`config.mk`:
```
export PLATFORM = sky130hd
export DESIGN_NAME = dmem_lsu
export DESIGN_NICKNAME = d
export VERILOG_FILES = /design/src/rtl/swt16_lsu_pkg.sv /design/src/rtl/dmem_lsu_byte_fmt.sv /design/src/rtl/dmem_lsu.sv
export SDC_FILE = /design/constraint.sdc
export NUM_CORES = 1
export LEC_CHECK = 0
export CAP_MARGIN = 0
export CORE_MARGIN = 5
export CORE_UTILIZATION = 40
export CTS_CLUSTER_DIAMETER = 40
export CTS_CLUSTER_SIZE = 14
export DETAILED_ROUTE_END_ITERATION = 6
export PLACE_DENSITY = 0.79
export RECOVER_POWER = 100
export SLEW_MARGIN = 20
export SYNTH_ARGS = -nofsm -noshare
export SYNTH_HDL_FRONTEND = slang
export SYNTH_SLANG_ARGS = --single-unit
export TNS_END_PERCENT = 10
```
`constraint.sdc`:
```
create_clock -name clock -period 1.95 [get_ports clock]
set_input_delay 0.195 -clock clock [delete_from_list [all_inputs] [get_ports clock]]
set_output_delay 0.195 -clock clock [all_outputs]
set_load 0.05 [all_outputs]
```
`src/rtl/swt16_lsu_pkg.sv`:
```
// swt16_lsu_pkg: FSM states and byte-lane constants shared by the dmem_lsu files.
package swt16_lsu_pkg;

    typedef enum logic [1:0] {IDLE, RD_ADDR, RD_DATA, WR} state_t;

    localparam int   BYTE_WIDTH = 8;
    localparam logic LANE_LO    = 1'b0;
    localparam logic LANE_HI    = 1'b1;

endpackage

```
`src/rtl/dmem_lsu_byte_fmt.sv`:
```
// dmem_lsu_byte_fmt: byte-lane extract/extend for loads and lane merge for byte stores.
module dmem_lsu_byte_fmt
    import swt16_lsu_pkg::*;
(
    input  logic [2*BYTE_WIDTH-1:0] mem_word,
    input  logic                    lane,
    input  logic                    sgn,
    input  logic [BYTE_WIDTH-1:0]   st_byte,
    output logic [2*BYTE_WIDTH-1:0] ld_word,
    output logic [2*BYTE_WIDTH-1:0] st_word
);

    logic [BYTE_WIDTH-1:0] sel;

    always_comb begin
        sel     = (lane == LANE_HI) ? mem_word[2*BYTE_WIDTH-1:BYTE_WIDTH] : mem_word[BYTE_WIDTH-1:0];
        ld_word = {{BYTE_WIDTH{sgn & sel[BYTE_WIDTH-1]}}, sel};
        st_word = (lane == LANE_HI) ? {st_byte, mem_word[BYTE_WIDTH-1:0]}
                                    : {mem_word[2*BYTE_WIDTH-1:BYTE_WIDTH], st_byte};
    end

endmodule

```
`src/rtl/dmem_lsu.sv`:
```
// dmem_lsu: load/store unit in front of a word-only data memory, adding byte access.
// Define DMEM_LSU_MISALIGN_TRAP_EN to trap word accesses with addr[0]=1 instead of aligning them.
module dmem_lsu #(
    parameter int WORD_WIDTH = 16,
    parameter int ADDR_WIDTH = 12,
    parameter int BYTE_WIDTH = 8
) (
    input  logic                  clock,
    input  logic                  reset,
    input  logic                  in_req,
    input  logic                  in_we,
    input  logic                  in_byte,
    input  logic                  in_signed,
    input  logic [ADDR_WIDTH-1:0] in_addr,
    input  logic [WORD_WIDTH-1:0] in_wdata,
    output logic                  out_ready,
    output logic                  out_done,
    output logic [WORD_WIDTH-1:0] out_rdata,
    output logic                  out_err,
    output logic [ADDR_WIDTH-1:0] out_mem_addr_rd,
    output logic [ADDR_WIDTH-1:0] out_mem_addr_wr,
    output logic [WORD_WIDTH-1:0] out_mem_word,
    output logic                  out_mem_we,
    input  logic [WORD_WIDTH-1:0] in_mem_word
);

    import swt16_lsu_pkg::*;

    state_t                state_q, state_d;
    logic                  we_q, we_d, byte_q, byte_d, sgn_q, sgn_d, lane_q, lane_d;
    logic                  err_q, err_d, mem_we_q, mem_we_d;
    logic [ADDR_WIDTH-1:0] addr_rd_q, addr_rd_d, addr_wr_q, addr_wr_d, aligned;
    logic [WORD_WIDTH-1:0] mem_word_q, mem_word_d, ld_word, st_word;
    logic                  mis;

    // mem_word_q doubles as the store-data holder: its low byte feeds the merge
    dmem_lsu_byte_fmt u_fmt (
        .mem_word (in_mem_word),
        .lane     (lane_q),
        .sgn      (sgn_q),
        .st_byte  (mem_word_q[BYTE_WIDTH-1:0]),
        .ld_word  (ld_word),
        .st_word  (st_word)
    );

    always_comb begin
        state_d    = state_q;
        we_d       = we_q;
        byte_d     = byte_q;
        sgn_d      = sgn_q;
        lane_d     = lane_q;
        err_d      = err_q;
        mem_we_d   = 1'b0;
        addr_rd_d  = addr_rd_q;
        addr_wr_d  = addr_wr_q;
        mem_word_d = mem_word_q;
        aligned    = {in_addr[ADDR_WIDTH-1:1], 1'b0};
`ifdef DMEM_LSU_MISALIGN_TRAP_EN
        mis        = ~in_byte & in_addr[0];
`else
        mis        = 1'b0;
`endif
        case (state_q)
            IDLE: if (in_req) begin
                we_d       = in_we;
                byte_d     = in_byte;
                sgn_d      = in_signed;
                lane_d     = in_addr[0];
                err_d      = mis;
                mem_word_d = in_wdata;
                if (mis) begin
                    state_d = WR;
                end else if (in_we & ~in_byte) begin
                    state_d   = WR;
                    mem_we_d  = 1'b1;
                    addr_wr_d = aligned;
                end else begin
                    state_d   = RD_ADDR;
                    addr_rd_d = aligned;
                    addr_wr_d = in_we ? aligned : addr_wr_q;
                end
            end
            RD_ADDR: state_d = RD_DATA;
            RD_DATA: begin
                state_d    = we_q ? WR : IDLE;
                mem_we_d   = we_q;
                mem_word_d = we_q ? st_word : mem_word_q;
            end
            default: state_d = IDLE;
        endcase
    end

    always_ff @(posedge clock or posedge reset) begin
        if (reset) begin
            state_q    <= IDLE;
            we_q       <= 1'b0;
            byte_q     <= 1'b0;
            sgn_q      <= 1'b0;
            lane_q     <= 1'b0;
            err_q      <= 1'b0;
            mem_we_q   <= 1'b0;
            addr_rd_q  <= '0;
            addr_wr_q  <= '0;
            mem_word_q <= '0;
        end else begin
            state_q    <= state_d;
            we_q       <= we_d;
            byte_q     <= byte_d;
            sgn_q      <= sgn_d;
            lane_q     <= lane_d;
            err_q      <= err_d;
            mem_we_q   <= mem_we_d;
            addr_rd_q  <= addr_rd_d;
            addr_wr_q  <= addr_wr_d;
            mem_word_q <= mem_word_d;
        end
    end

    always_comb begin
        out_ready       = state_q == IDLE;
        out_done        = (state_q == WR) | ((state_q == RD_DATA) & ~we_q);
        out_rdata       = ((state_q == RD_DATA) & ~we_q) ? (byte_q ? ld_word : in_mem_word) : '0;
        out_err         = (state_q == WR) & err_q;
        out_mem_addr_rd = addr_rd_q;
        out_mem_addr_wr = addr_wr_q;
        out_mem_word    = mem_word_q;
        out_mem_we      = mem_we_q;
    end

endmodule

```
==> results, run 1 <==
- The worst setup timing slack at the placement stage is 82.6 ps.
- The initial antenna violation count is 0.
- The number of buffer cells added on primary ports is 106.
- In this run the count of I/O pins placed on the die edge is 110.
- The min-delay analysis places its worst path in the category in -> async.
- The library cell used most frequently in the layout, excluding fill and tap cells, is sky130_fd_sc_hd__clkdlybuf4s50_1.
- Wires add up to 6770 um.
- Global routing consumed, over all layers together, 19.6% of the routing resources.
- The count of unique library cells instantiated by Yosys is 32.
- For the pin with the worst max-slew slack, the measured transition is 741 ps.
- Across the routed clock network, the largest skew measured is 8.74 ps.
- The count of nets left with antenna violations once routing finished came out at 0.
- Global routing finished with a remaining overflow of 0.
- The critical register-to-register path endpoint is lane_q.
- The top fanout value on the critical path is 6.
- The count of vias placed by the detailed router is 2009.
- Entering global routing, the biggest net connects 24 pins.
- The DRC violation count after routing is 0.
- In the layout the commonest cells are 48 x sky130_fd_sc_hd__clkdlybuf4s50_1, 45 x sky130_fd_sc_hd__dfrtp_1, 40 x sky130_fd_sc_hd__dlygate4sd3_1, 22 x sky130_fd_sc_hd__mux2_2, 13 x sky130_fd_sc_hd__buf_4.
- The wire length per cell is 17.8 um.
- The wire length of the first global-routing pass is 11200 um.
- The fmax is 509 MHz.
- After floorplanning, the core was divided into 27 placement rows.
- The congestion estimate from routability-driven global placement came to 0.798.
- The worst setup path is captured at an output pin.
- Dividing total power by cell area gives a power density of 2020 nW/um2.
- Setup violations remaining at the end of the flow were counted as 6.
- The clock reaches the later pin of the worst-skew pair after 290 ps.
- The via count of the first global-routing pass is 2146.
- The checks that failed: negative setup slack.
- The count of warnings emitted by yosys is 0.
- The first-pass iteration count of the detailed router is 4.
- The initial utilization of the core area, before any placement, comes to 40.8%.
- The flow ran to the end, but the final reports show violations.
- From synthesis to final layout, the design area changed by 62.5%.
- Cells with a size suffix above 1 make up 21.4% of the layout.
- The core box area is 5440 um2.
- The total standard cell area after synthesis is 2220 um2.
- The number of max-slew violations in the final report came to 0.
- The worst-case IR drop observed on VDD is 1.23 mV.
- The number of nets at the end of the flow is 358.
- In this run the vertical extent of the chip is 84.5 um.
- The arrival time reported for the critical path endpoint is 1770 ps.
- The top flip-flop cell by instance count after synthesis is sky130_fd_sc_hd__dfrtp_1.
- The TritonCTS buffer count is 5.
- The half-perimeter wire length after detailed placement is 5160 um.
- On the worst path, the slowest cell contributes a delay of 420 ps.
- The total count of hold-check failures in the final report is 0.
- Of the synthesized area, sequential elements account for 50.8%.
- On the final layout, the worst hold slack is 454 ps.
- The number of fill cells is 429.
- The post-route clock period utilization is 101%.
- 0 antenna diodes ended up in the layout.
- The post-synthesis async set-or-reset flop share is 100%.
- The synthesized design devotes to its leading area cell type 50.8% of total area.
- The required time at the endpoint of the critical path is 1750 ps.
- The floorplan die area is 7130 um2.
- Setup repair after global routing could not meet its margin everywhere.
- The number of flops mapped to enable cells by yosys is 0.
- The clock period minus worst slack is 1970 ps.
- In the routed layout, each cell is associated on average with a via count of 5.27.
- The reg-to-reg critical path startpoint is state_q[1].
- The number of sinks on the clock net is 45.
- The clock-pin slew reported for the worst setup and hold paths after clock tree synthesis is 90 ps.
- The final core utilization is 66.3%.
- The final worst slack is -15.5 ps.
- The tool flagged a number of max-cap violations equal to 0.
- The number of buffers on the longest clock path is 2.
- The leakage component of the power is 1.54 nW.
- Walking the worst path, the cells encountered are or3b_4 -> a211oi_4 -> buf_6 -> o21a_1 -> buf_12.
- The count of buffer and inverter cells on the critical path is 2.
- In this run the number of H-tree levels came out at 2.
- The tree is rooted in a sky130_fd_sc_hd__clkbuf_8.
- The launching element type of the critical path is a flop.
- The biggest area consumer among synthesized cells is sky130_fd_sc_hd__dfrtp_1.
- Measured in cells, the most critical reg-to-reg path has a length of 4.
- The detailed router finished its first iteration with 90 violations.
- The TritonCTS clock tree is yes.
- The die width is 84.5 um.
- After technology mapping, the gate count stands at 191.
- Counting flops and latches in the post-synthesis netlist gives 45.
- The cell type of the slowest stage on the worst timing path is sky130_fd_sc_hd__or3b_4.
- Each instance of the synthesized netlist takes up on average 11.6 um2.
- In this design, the largest share of critical-path delay is due to simple AND/OR/NAND/NOR gates.
- The worst pin sits at a relative slew slack of 50.6%.
- Ranked by total cell area, the synthesized netlist is headed by sky130_fd_sc_hd__dfrtp_1 51%, sky130_fd_sc_hd__mux2_2 12%, sky130_fd_sc_hd__nand4bb_1 4.1%.
- By startpoint and endpoint, the worst setup path is classified as reg -> out.
- The number of stages on the worst setup path is 5.
- The setup slack of the worst register-to-register path is 140 ps.
- The total power after layout is 7.27 mW.
cells by family (layout without fill, tap and decap cells):
group,Yosys count,after routing,share of synthesized area [%]
AO/OA/AOI/OAI,48,48,16.1
AND/OR/NAND/NOR,46,46,12.4
flip-flops,45,45,50.8
multiplexers,33,33,16.3
buffers and inverters,18,134,4.23
other,1,3,0.169
state kept, by name, indices dropped and copies added (netlist names):
register / count
we_q: 1
out_mem_addr_wr: 11
out_mem_we: 1
out_mem_word: 16
lane_q: 1
out_mem_addr_rd: 11
sgn_q: 1
state_q: 2
byte_q: 1
through the flow:
step,setup TNS (ps),std cells,cell area (um2)
CTS,-104,381,3630
global route,-633,381,3600
detailed placement,0,372,3520
floorplan,-2960,193,2230
global placement,0,372,3520
finish,-44.9,381,3600
timing repair:
item	CTS	global route
hold buffers	0	0
endpoints found under the setup margin	11	16
resized for setup	2	2
buffers inserted	1	0
cloned	0	0
power by group:
part	internal (mW)	switching, mW	leakage (nW)
Combinational	1.84	3.17	0.955
Sequential	1.40	0.256	0.530
Clock	0.287	0.315	0.0512
Total	3.53	3.74	1.54
worst register-to-register path, cell delays in order (launching register included):
cell                       delay, ps
sky130_fd_sc_hd__dfrtp_1         380
sky130_fd_sc_hd__buf_4           190
sky130_fd_sc_hd__nor3b_1         380
sky130_fd_sc_hd__clkbuf_1        370
sky130_fd_sc_hd__mux2_2          380
worst max-delay path by stage:
| stage | start | end | slack (ps) |
|---|---|---|---|
| 2_1_floorplan | state_q[1] | out_mem_addr_wr[1] | -210 |
| 3_3_place_gp | in_mem_word[15] | out_rdata[8] | 100 |
| 3_5_place_dp | in_mem_word[15] | out_rdata[8] | 80 |
| 4_1_cts | we_q | out_rdata[8] | -30 |
| 5_1_grt | we_q | out_rdata[8] | -100 |
| 6_report | we_q | out_rdata[8] | -20 |
routing by layer:
| metal | track usage [%] | routed length (um) | vias to the layer above |
|---|---|---|---|
| met5 | 0 | 0 | - |
| met4 | 5.47 | 73 | 0 |
| met3 | 9.22 | 781 | 6 |
| met2 | 31.3 | 3070 | 89 |
| met1 | 23.9 | 2840 | 977 |
| li1 | - | - | 937 |
area by class of cell:
cell class / instances / area (um2) / share of cell area (%)
inverters: 3 / 11.3 / 0.312
multi-input cells: 130 / 1020 / 28.3
repair buffers: 123 / 1260 / 34.9
well taps: 72 / 90.1 / 2.50
clock buffers: 6 / 82.6 / 2.29
flip-flops and latches: 45 / 1130 / 31.2
clock inverters: 2 / 13.8 / 0.382
synthesized netlist by cell type, types with 4 or more instances:
cell and instances:
sky130_fd_sc_hd__dfrtp_1 45, sky130_fd_sc_hd__mux2_2 23, sky130_fd_sc_hd__nand2_1 11, sky130_fd_sc_hd__a21oi_1 9
sky130_fd_sc_hd__nor2_1 9, sky130_fd_sc_hd__o21ai_0 9, sky130_fd_sc_hd__a221o_1 8, sky130_fd_sc_hd__a2bb2oi_1 8
sky130_fd_sc_hd__mux2i_1 8, sky130_fd_sc_hd__nand3_1 8, sky130_fd_sc_hd__nand4bb_1 8, sky130_fd_sc_hd__o21a_1 8
sky130_fd_sc_hd__buf_2 6, sky130_fd_sc_hd__buf_4 5, sky130_fd_sc_hd__clkbuf_1 4
(Power assumes the default switching activity.)
==> inputs of run 2 (changes only) <==
- CTS_CLUSTER_SIZE: 14 -> 40
- SLEW_MARGIN: 20 -> unset
==> results of run 2 <==
No change in the layout: final DEF, timing and power equal those of run 1.
